**config.mk**
```make
export PLATFORM = sky130hd
export DESIGN_NAME = jtframe_mdpad
export DESIGN_NICKNAME = d
export VERILOG_FILES = /design/src/rtl/jtframe_mdpad_pkg.sv /design/src/rtl/jtframe_mdpad.sv
export SDC_FILE = /design/constraint.sdc
export NUM_CORES = 1
export LEC_CHECK = 0
export BUFFER_PORTS_ARGS = -buffer_cell sky130_fd_sc_hd__buf_2
export CAP_MARGIN = 25
export CORE_ASPECT_RATIO = 0.7
export CORE_UTILIZATION = 59
export CTS_BUF_LIST = sky130_fd_sc_hd__clkbuf_4
export DETAILED_ROUTE_END_ITERATION = 6
export MAX_ROUTING_LAYER = met4
export PLACE_DENSITY = 0.82
export RECOVER_POWER = 25
export REMOVE_ABC_BUFFERS = 1
export SYNTH_ARGS = -nofsm -noshare
export SYNTH_HDL_FRONTEND = slang
export SYNTH_SLANG_ARGS = --single-unit
```
**constraint.sdc**
```tcl
create_clock -name clk -period 2.34 [get_ports clk]
set_input_delay 0.468 -clock clk [delete_from_list [all_inputs] [get_ports clk]]
set_output_delay 0.468 -clock clk [all_outputs]
set_load 0.005 [all_outputs]
```
**src/rtl/jtframe_mdpad_pkg.sv**
```systemverilog
// Shared constants for the Mega Drive pad model.
// Button bit indices, special phases and the pin-row decoder.
package jtframe_mdpad_pkg;

  localparam int UP    = 0;
  localparam int DOWN  = 1;
  localparam int LEFT  = 2;
  localparam int RIGHT = 3;
  localparam int BTN_B = 4;
  localparam int BTN_C = 5;
  localparam int BTN_A = 6;
  localparam int START = 7;
  localparam int BTN_Z = 8;
  localparam int BTN_Y = 9;
  localparam int BTN_X = 10;
  localparam int MODE  = 11;

  localparam logic [2:0] PH_ID  = 3'd5;
  localparam logic [2:0] PH_XYZ = 3'd6;

  // Active-low pin row D5..D0 for a given protocol phase
  function automatic logic [5:0] pad_row(
    input logic [2:0]  ph,
    input logic [11:0] j
  );
    logic [5:0] r;
    r = 6'h3F;
    unique case (ph)
      3'd0, 3'd2, 3'd4:
        r = {~j[BTN_C], ~j[BTN_B], ~j[RIGHT],
             ~j[LEFT], ~j[DOWN], ~j[UP]};
      3'd1, 3'd3:
        r = {~j[START], ~j[BTN_A], 2'b00,
             ~j[DOWN], ~j[UP]};
      PH_ID:
        r = {~j[START], ~j[BTN_A], 4'b0000};
      PH_XYZ:
        r = {~j[BTN_C], ~j[BTN_B], ~j[MODE],
             ~j[BTN_X], ~j[BTN_Y], ~j[BTN_Z]};
      3'd7:
        r = {~j[START], ~j[BTN_A], 4'b1111};
    endcase
    return r;
  endfunction

endpackage

```
**src/rtl/jtframe_mdpad.sv**
```systemverilog
// Device-side Mega Drive 3/6-button pad.
// Answers TH with multiplexed active-low data and a 6-button cycle.
module jtframe_mdpad
  import jtframe_mdpad_pkg::*;
#(
  parameter int TMO  = 72000,
  parameter int TMOW = 17
) (
  input  logic        clk,
  input  logic        rst_n,
  input  logic        mode6,
  input  logic [11:0] joy,
  input  logic        th,
  output logic [5:0]  dout,
  output logic [2:0]  phase,
  output logic        th_edge
);

  localparam logic [TMOW-1:0] TMO_V = TMOW'(TMO);

  logic            th_m_q;
  logic            th_s_q;
  logic            th_l_q;
  logic            mode6_q;
  logic            edge_q;
  logic            edge_d;
  logic [2:0]      phase_q;
  logic [2:0]      phase_d;
  logic [TMOW-1:0] tmo_q;
  logic [TMOW-1:0] tmo_d;
  logic [5:0]      dout_q;
  logic [5:0]      dout_d;

  always_comb begin
    edge_d  = th_s_q ^ th_l_q;
    phase_d = phase_q;
    tmo_d   = tmo_q;
    if (edge_d) begin
      phase_d = phase_q + 3'd1;
      tmo_d   = '0;
    end else if (tmo_q != TMO_V) begin
      tmo_d = tmo_q + TMOW'(1);
      if (tmo_d == TMO_V)
        phase_d = {2'b00, ~th_s_q};
    end
    // th_l is the TH level that phase_q currently reflects
    dout_d = pad_row(mode6_q ? phase_q : {2'b00, ~th_l_q}, joy);
  end

  always_ff @(posedge clk or negedge rst_n) begin
    if (!rst_n) begin
      th_m_q  <= 1'b1;
      th_s_q  <= 1'b1;
      th_l_q  <= 1'b1;
      mode6_q <= 1'b0;
      edge_q  <= 1'b0;
      phase_q <= '0;
      tmo_q   <= '0;
      dout_q  <= 6'h3F;
    end else begin
      th_m_q  <= th;
      th_s_q  <= th_m_q;
      th_l_q  <= th_s_q;
      mode6_q <= mode6;
      edge_q  <= edge_d;
      phase_q <= phase_d;
      tmo_q   <= tmo_d;
      dout_q  <= dout_d;
    end
  end

  assign dout    = dout_q;
  assign phase   = phase_q;
  assign th_edge = edge_q;

endmodule

```
======== After elaboration in Yosys (flattened, before gate mapping) ========
Index checks and enable logic that the tools add are counted.
word-level totals
  ROM bits ................................ 0
  bits in latches ......................... 0
  output and inout port bits .............. 10
  logic and storage cells ................. 47
  memories kept ........................... 0
  bits in writable memories ............... 0
  bits in registers ....................... 31
  input bits .............................. 16
cells by class
  reduce and logical (&&, ||, !) cells .... 6
  multiply operators ...................... 0
  magnitude comparators ................... 0
  bitwise operators ....................... 15
  divide/modulo/power cells ............... 0
  shifts and indexed selects .............. 0
  add/sub/neg operators ................... 2
  eq/ne operators ......................... 9
  mux-type cells .......................... 7
operators by type and width
  operator                                       count
  2-to-1 mux 17 bit                              2
  one-hot mux 6 bit (5 select lines)             1
  adder 17 x 1 -> 17 bit, second input constant  1
  == test 17 bit, second input constant          1
  inequality test 17 bit, second input constant  1
  inverter 1 bit                                 14
  == test 3 bit, second input constant           4
  2-to-1 mux 3 bit                               4
  == test 3 x 2 -> 1 bit, second input constant  2
  nonzero test 2 bit                             2
  adder 3 x 1 -> 3 bit, second input constant    1
  == test 3 x 1 -> 1 bit, second input constant  1
  logical NOT 3 bit                              1
  OR reduction 3 bit                             1
  AND reduction 2 bit                            1
  OR reduction 2 bit                             1
  bitwise XOR 1 bit                              1

======== Logic depth before layout (Yosys ltp) ========
  depth after elaboration ................. 5
  depth in mapped cells ................... 8
  gate-level depth less buffers ........... 7

======== Worst setup path before layout ========
OpenSTA, ideal clock, no wires.
  path type ............................... register to register
  from .................................... register tmo_q[0]
  to ...................................... register phase_q[0] (netlist: phase[0])
  buffers on the path ..................... 1
  required time ........................... 2260 ps
  library setup time ...................... 80 ps
  cell stages (with the launch flop) ...... 9
  clock period less this slack ............ 2108 ps
  arrival time ............................ 2028 ps
  path slack .............................. 232 ps
  path through ............................ dfrtp_1 -> ha_1 -> buf_4 -> nor3_1 -> a41oi_1 -> nor4b_1 -> nand3_1 -> or4b_4 -> o211ai_2
between the ends
  cells in the longest elaborated chain, start to end .. 4
  elaborated cells between the ends (all ways) .. 6
  those cells by class .................... 1 x add/sub; 2 x eq/ne; 3 x reduce/logical
RTL lines
  item                             line                 text
  from (decl)                      jtframe_mdpad.sv:29  logic [TMOW-1:0] tmo_q;
  from (signal assigned)           jtframe_mdpad.sv:67  tmo_q <= tmo_d;
  adder 17 x 1 -> 17 bit           jtframe_mdpad.sv:42  tmo_d = tmo_q + TMOW'(1);
  == test 17 bit                   jtframe_mdpad.sv:43  if (tmo_d == TMO_V)
  nonzero test 2 bit (no line)     -
  AND reduction 2 bit (no line) *  -
  to (signal assigned)             jtframe_mdpad.sv:66  phase_q <= phase_d;
  to (decl)                        jtframe_mdpad.sv:27  logic [2:0] phase_q;
Mark *: on every way between the ends. The rest lies on a longest branch, timed or not.
A chain may end at the register's enable or synchronous reset.

======== Final worst setup path ========
  from .................................... register tmo_q[3]
  to ...................................... register phase_q[0] (netlist: phase[0])
Same word-level chain as after synthesis.

==> metrics.md <==
| Metric | Value |
|---|---|
| Status | finished with violations |
| Violations in the final reports | capacitance limit, slew limit |
| Yosys warning total | 0 |
| Hold buffers post-CTS | 0 |
| Clk Latency, worst-skew pair | around 340 ps |
| Drt total wl | 4.148 mm |
| Post-CTS Resized | 0 |
| Synth top area share | 30.30% |
| Global-route wire length before repair | roughly 6.6 mm |
| Post-layout util | between 70 and 80% |
| Fmax | 452.4 MHz |
| DR vias | 1498 |
| Sink Count | 31 |
| Hold crit path type | input port to flip-flop |
| Worst-path clk slew | 120 ps |
| Post-synth EDFFs | 0 |
| Die width | a little under 70 um |
| Worst slew pin tran | 1641 ps |
| Buffers added on ports | 25 |
| Logic pwr share | 20.4% |
| Routability Congestion | 1.014 |
| Yosys reg bits | 31 |
| Relative slew slack | -9.428% |
| DR pass1 iterations | 4 |
| CTS buffer count | 5 |
| Clock share of power | around 26% |
| Worst Path Max Fanout | 10 |
| Final Hold Viols | 0 |
| Total gr overflow | 0 |
| Final net count | 233 |
| RSZ-0062 raised after global routing | false |
| Most used cell, CP | nand3_1 |
| Distinct cell type count after synthesis | 48 |
| Post-synthesis cell count | roughly 180 |
| Initial Utilization | 63.46% |
| Critical Path RT | between 2000 and 3000 ps |
| CTS H-tree lvls | 2 |
| Worst setup EP type | flip-flop |
| Leakage | about 0.91 nW |
| Setup_tns | 0 ps |
| CP startpoint kind | flip-flop |
| Max clock buf depth | 2 |
| Antenna Violating Nets Remaining | 0 |
| Sw Pwr | between 0.3 and 0.4 mW |
| # fillers | 223 |
| Antenna cells | 0 |
| Antenna violations before repair | 0 |
| Pint | 0.8352 mW |
| Vias in the first global route | 1384 |
| Post-route DRC violation count | 0 |
| Slowest stage delay, CP | 580 ps |
| Core Rows | 16 |
| Post-Syn Area | 0.001817 mm2 |
| Post-synthesis sequential area ratio | 43.32% |
| Setup bufs post-CTS | 0 |
| Critical Path Slowest Stage Cell | dfrtp_1 |
| Syn-to-layout area delta | 10.95% |
| Die area | between 0.003 and 0.004 mm2 |
| Synth area leader | dfrtp_1 |
| Final Cycle Share | 94.47% |
| WS Path Type | flip-flop to flip-flop |
| Hpwl dp | 3.019 mm |
| DRT iter0 DRCs | 105 |
| Clock Skew | ~15 ps |
| Critical path arrival | 2470 ps |
| WL per Instance | between 15 and 20 um |
| Max IR drop VDD | between 0.4 and 0.5 mV |
| Crit-path cells | nand3_1, nor4_1, a22o_1, nand3_1, or4b_4, o211ai_2 |
| Sequential power share | a little over half |
| Vias/cell | 5.992 |
| All-Layer GR Usage | 28.35% |
| Final Max Tran Viols | 32 |
| Layout cells sized above 1 | 27.10% |
| Sw Share | 32.21% |
| Main synth FF type | dfrtp_1 |
| Synth Area per Inst | 9.928 um2 |
| IO Pins | 26 |
| # setup viols final | 0 |
| Root Buffer | clkbuf_4 |
| Asr flop ratio synth | 100.0% |
| Ranking of synthesized cells by area | dfrtp_1 30%, dfstp_2 13%, nor2_1 5.0%, xnor2_1 4.3%, xor2_1 3.9% |
| Largest net degree at the start of global routing | 32 |
| Die extent in y | 48.43 um |
| Pwr per Cell Area | approximately 610 mW/mm2 |
| CTS tree | yes |
| Crit path time final | 2211 ps |
| Core area | 0.002863 mm2 |
| Max cap viols | 1 |
-- per-layer routing --
metal  vias up  wire length [um]  global-route usage, %  share of wire [%]
met1       713              1840                  40.12                 44
met2        75              1855                  38.73                 45
met4         0                27                  6.597               0.65
li1        706                 -                      -                  -
met5         -                 0                      -                  0
met3         4               425                  10.14                 10
-- Yosys cell counts, drive strengths merged, types with 4 or more instances --
cell type and count:
nor4 6, nand4 8, mux2i 4, nor3 4, xor2 8, ha 4, nand3 12, nor2 24
a21oi 5, o21ai 5, dfrtp 22, dfstp 9, inv 4, nand2 15, buf 8, xnor2 9
-- stage by stage --
step	setup WS, ps	hold WS [ps]	instances	total power, mW	cell area [um2]
finish	129.3	227.0	250	1.232	2016
global route	51.49	195.6	250	1.309	2016
CTS	108.9	171.6	250	1.239	2013
detailed placement	151.0	346.8	242	0.9237	1956
global placement	184.9	345.9	242	0.8996	1956
floorplan	157.2	172.4	174	0.7921	1733
-- critical path, delay by kind of cell, from the launching register on --
family	cells	cell delay [ps]
flops	1	580
simple gates	4	1270
compound gates	2	290
-- layout make-up --
class | instances | area [um2] | area share, %
multi-input cells | 139 | 933.4 | 46.31
inverters | 4 | 15.01 | 0.7449
well taps | 36 | 45.04 | 2.235
clock inverters | 3 | 20.02 | 0.9932
repair buffers | 32 | 176.4 | 8.752
clock buffers | 5 | 37.54 | 1.862
flip-flops and latches | 31 | 788.3 | 39.11
-- placed cells by master (no fill, tap or decap), types with 2 or more instances in the layout --
master and count:
nor2b_1 3, o21a_1 3, xnor2_1 9, ha_1 3, nand2_1 15, inv_1 4
nor4_1 4, nand3_1 11, and3_1 2, buf_4 7, clkbuf_4 5, o21ai_1 2
o22ai_1 2, nand4_1 6, o21ai_0 3, nor2_1 24, dfrtp_1 21, nand2b_1 2
and2b_1 2, nor3b_1 3, and2_1 2, dfstp_2 8, mux2i_1 4, nor3_1 4
clkinvlp_4 2, a21oi_1 5, buf_2 24, nand4_4 2, xor2_1 8
-- kinds of logic after synthesis --
| kind of cell | after synthesis | share of synthesized area [%] |
|---|---|---|
| AND/OR/NAND/NOR | 89 | 28.37 |
| multiplexers | 4 | 2.204 |
| XOR/XNOR | 17 | 8.196 |
| AO/OA/AOI/OAI | 25 | 9.711 |
| buffers and inverters | 13 | 5.440 |
| flip-flops | 31 | 43.32 |
| adder cells (fa/ha/maj) | 4 | 2.755 |
-- sequential cells by signal, summed over array words and instances, names as in the netlist --
| signal | flops |
|---|---|
| tmo_q | 17 |
| dout | 6 |
| phase | 3 |
| mode6_q | 1 |
| th_edge | 1 |
| th_l_q | 1 |
| th_m_q | 1 |
| th_s_q | 1 |
-- power groups by stage --
stage	logic, mW	registers [mW]	clock network, mW
3_3_place_gp	0.238	0.661	0
4_1_cts	0.253	0.662	0.324
2_1_floorplan	0.119	0.673	0
3_5_place_dp	0.251	0.672	0
6_report	0.251	0.662	0.319
5_1_grt	0.281	0.674	0.354
-- final timing paths --
path	depth (start not counted)	slack (ps)	startpoint	end
setup / recovery	6	130	tmo_q[3]	phase[0]
hold / removal	1	230	th	th_m_q
setup reg to reg	6	130	tmo_q[3]	phase[0]
hold reg to reg	0	370	th_m_q	th_s_q
max in group asynchronous	1	740	rst_n	tmo_q[5]
min in group asynchronous	1	520	rst_n	tmo_q[1]
Note: power is estimated with default switching activity, not from simulation.
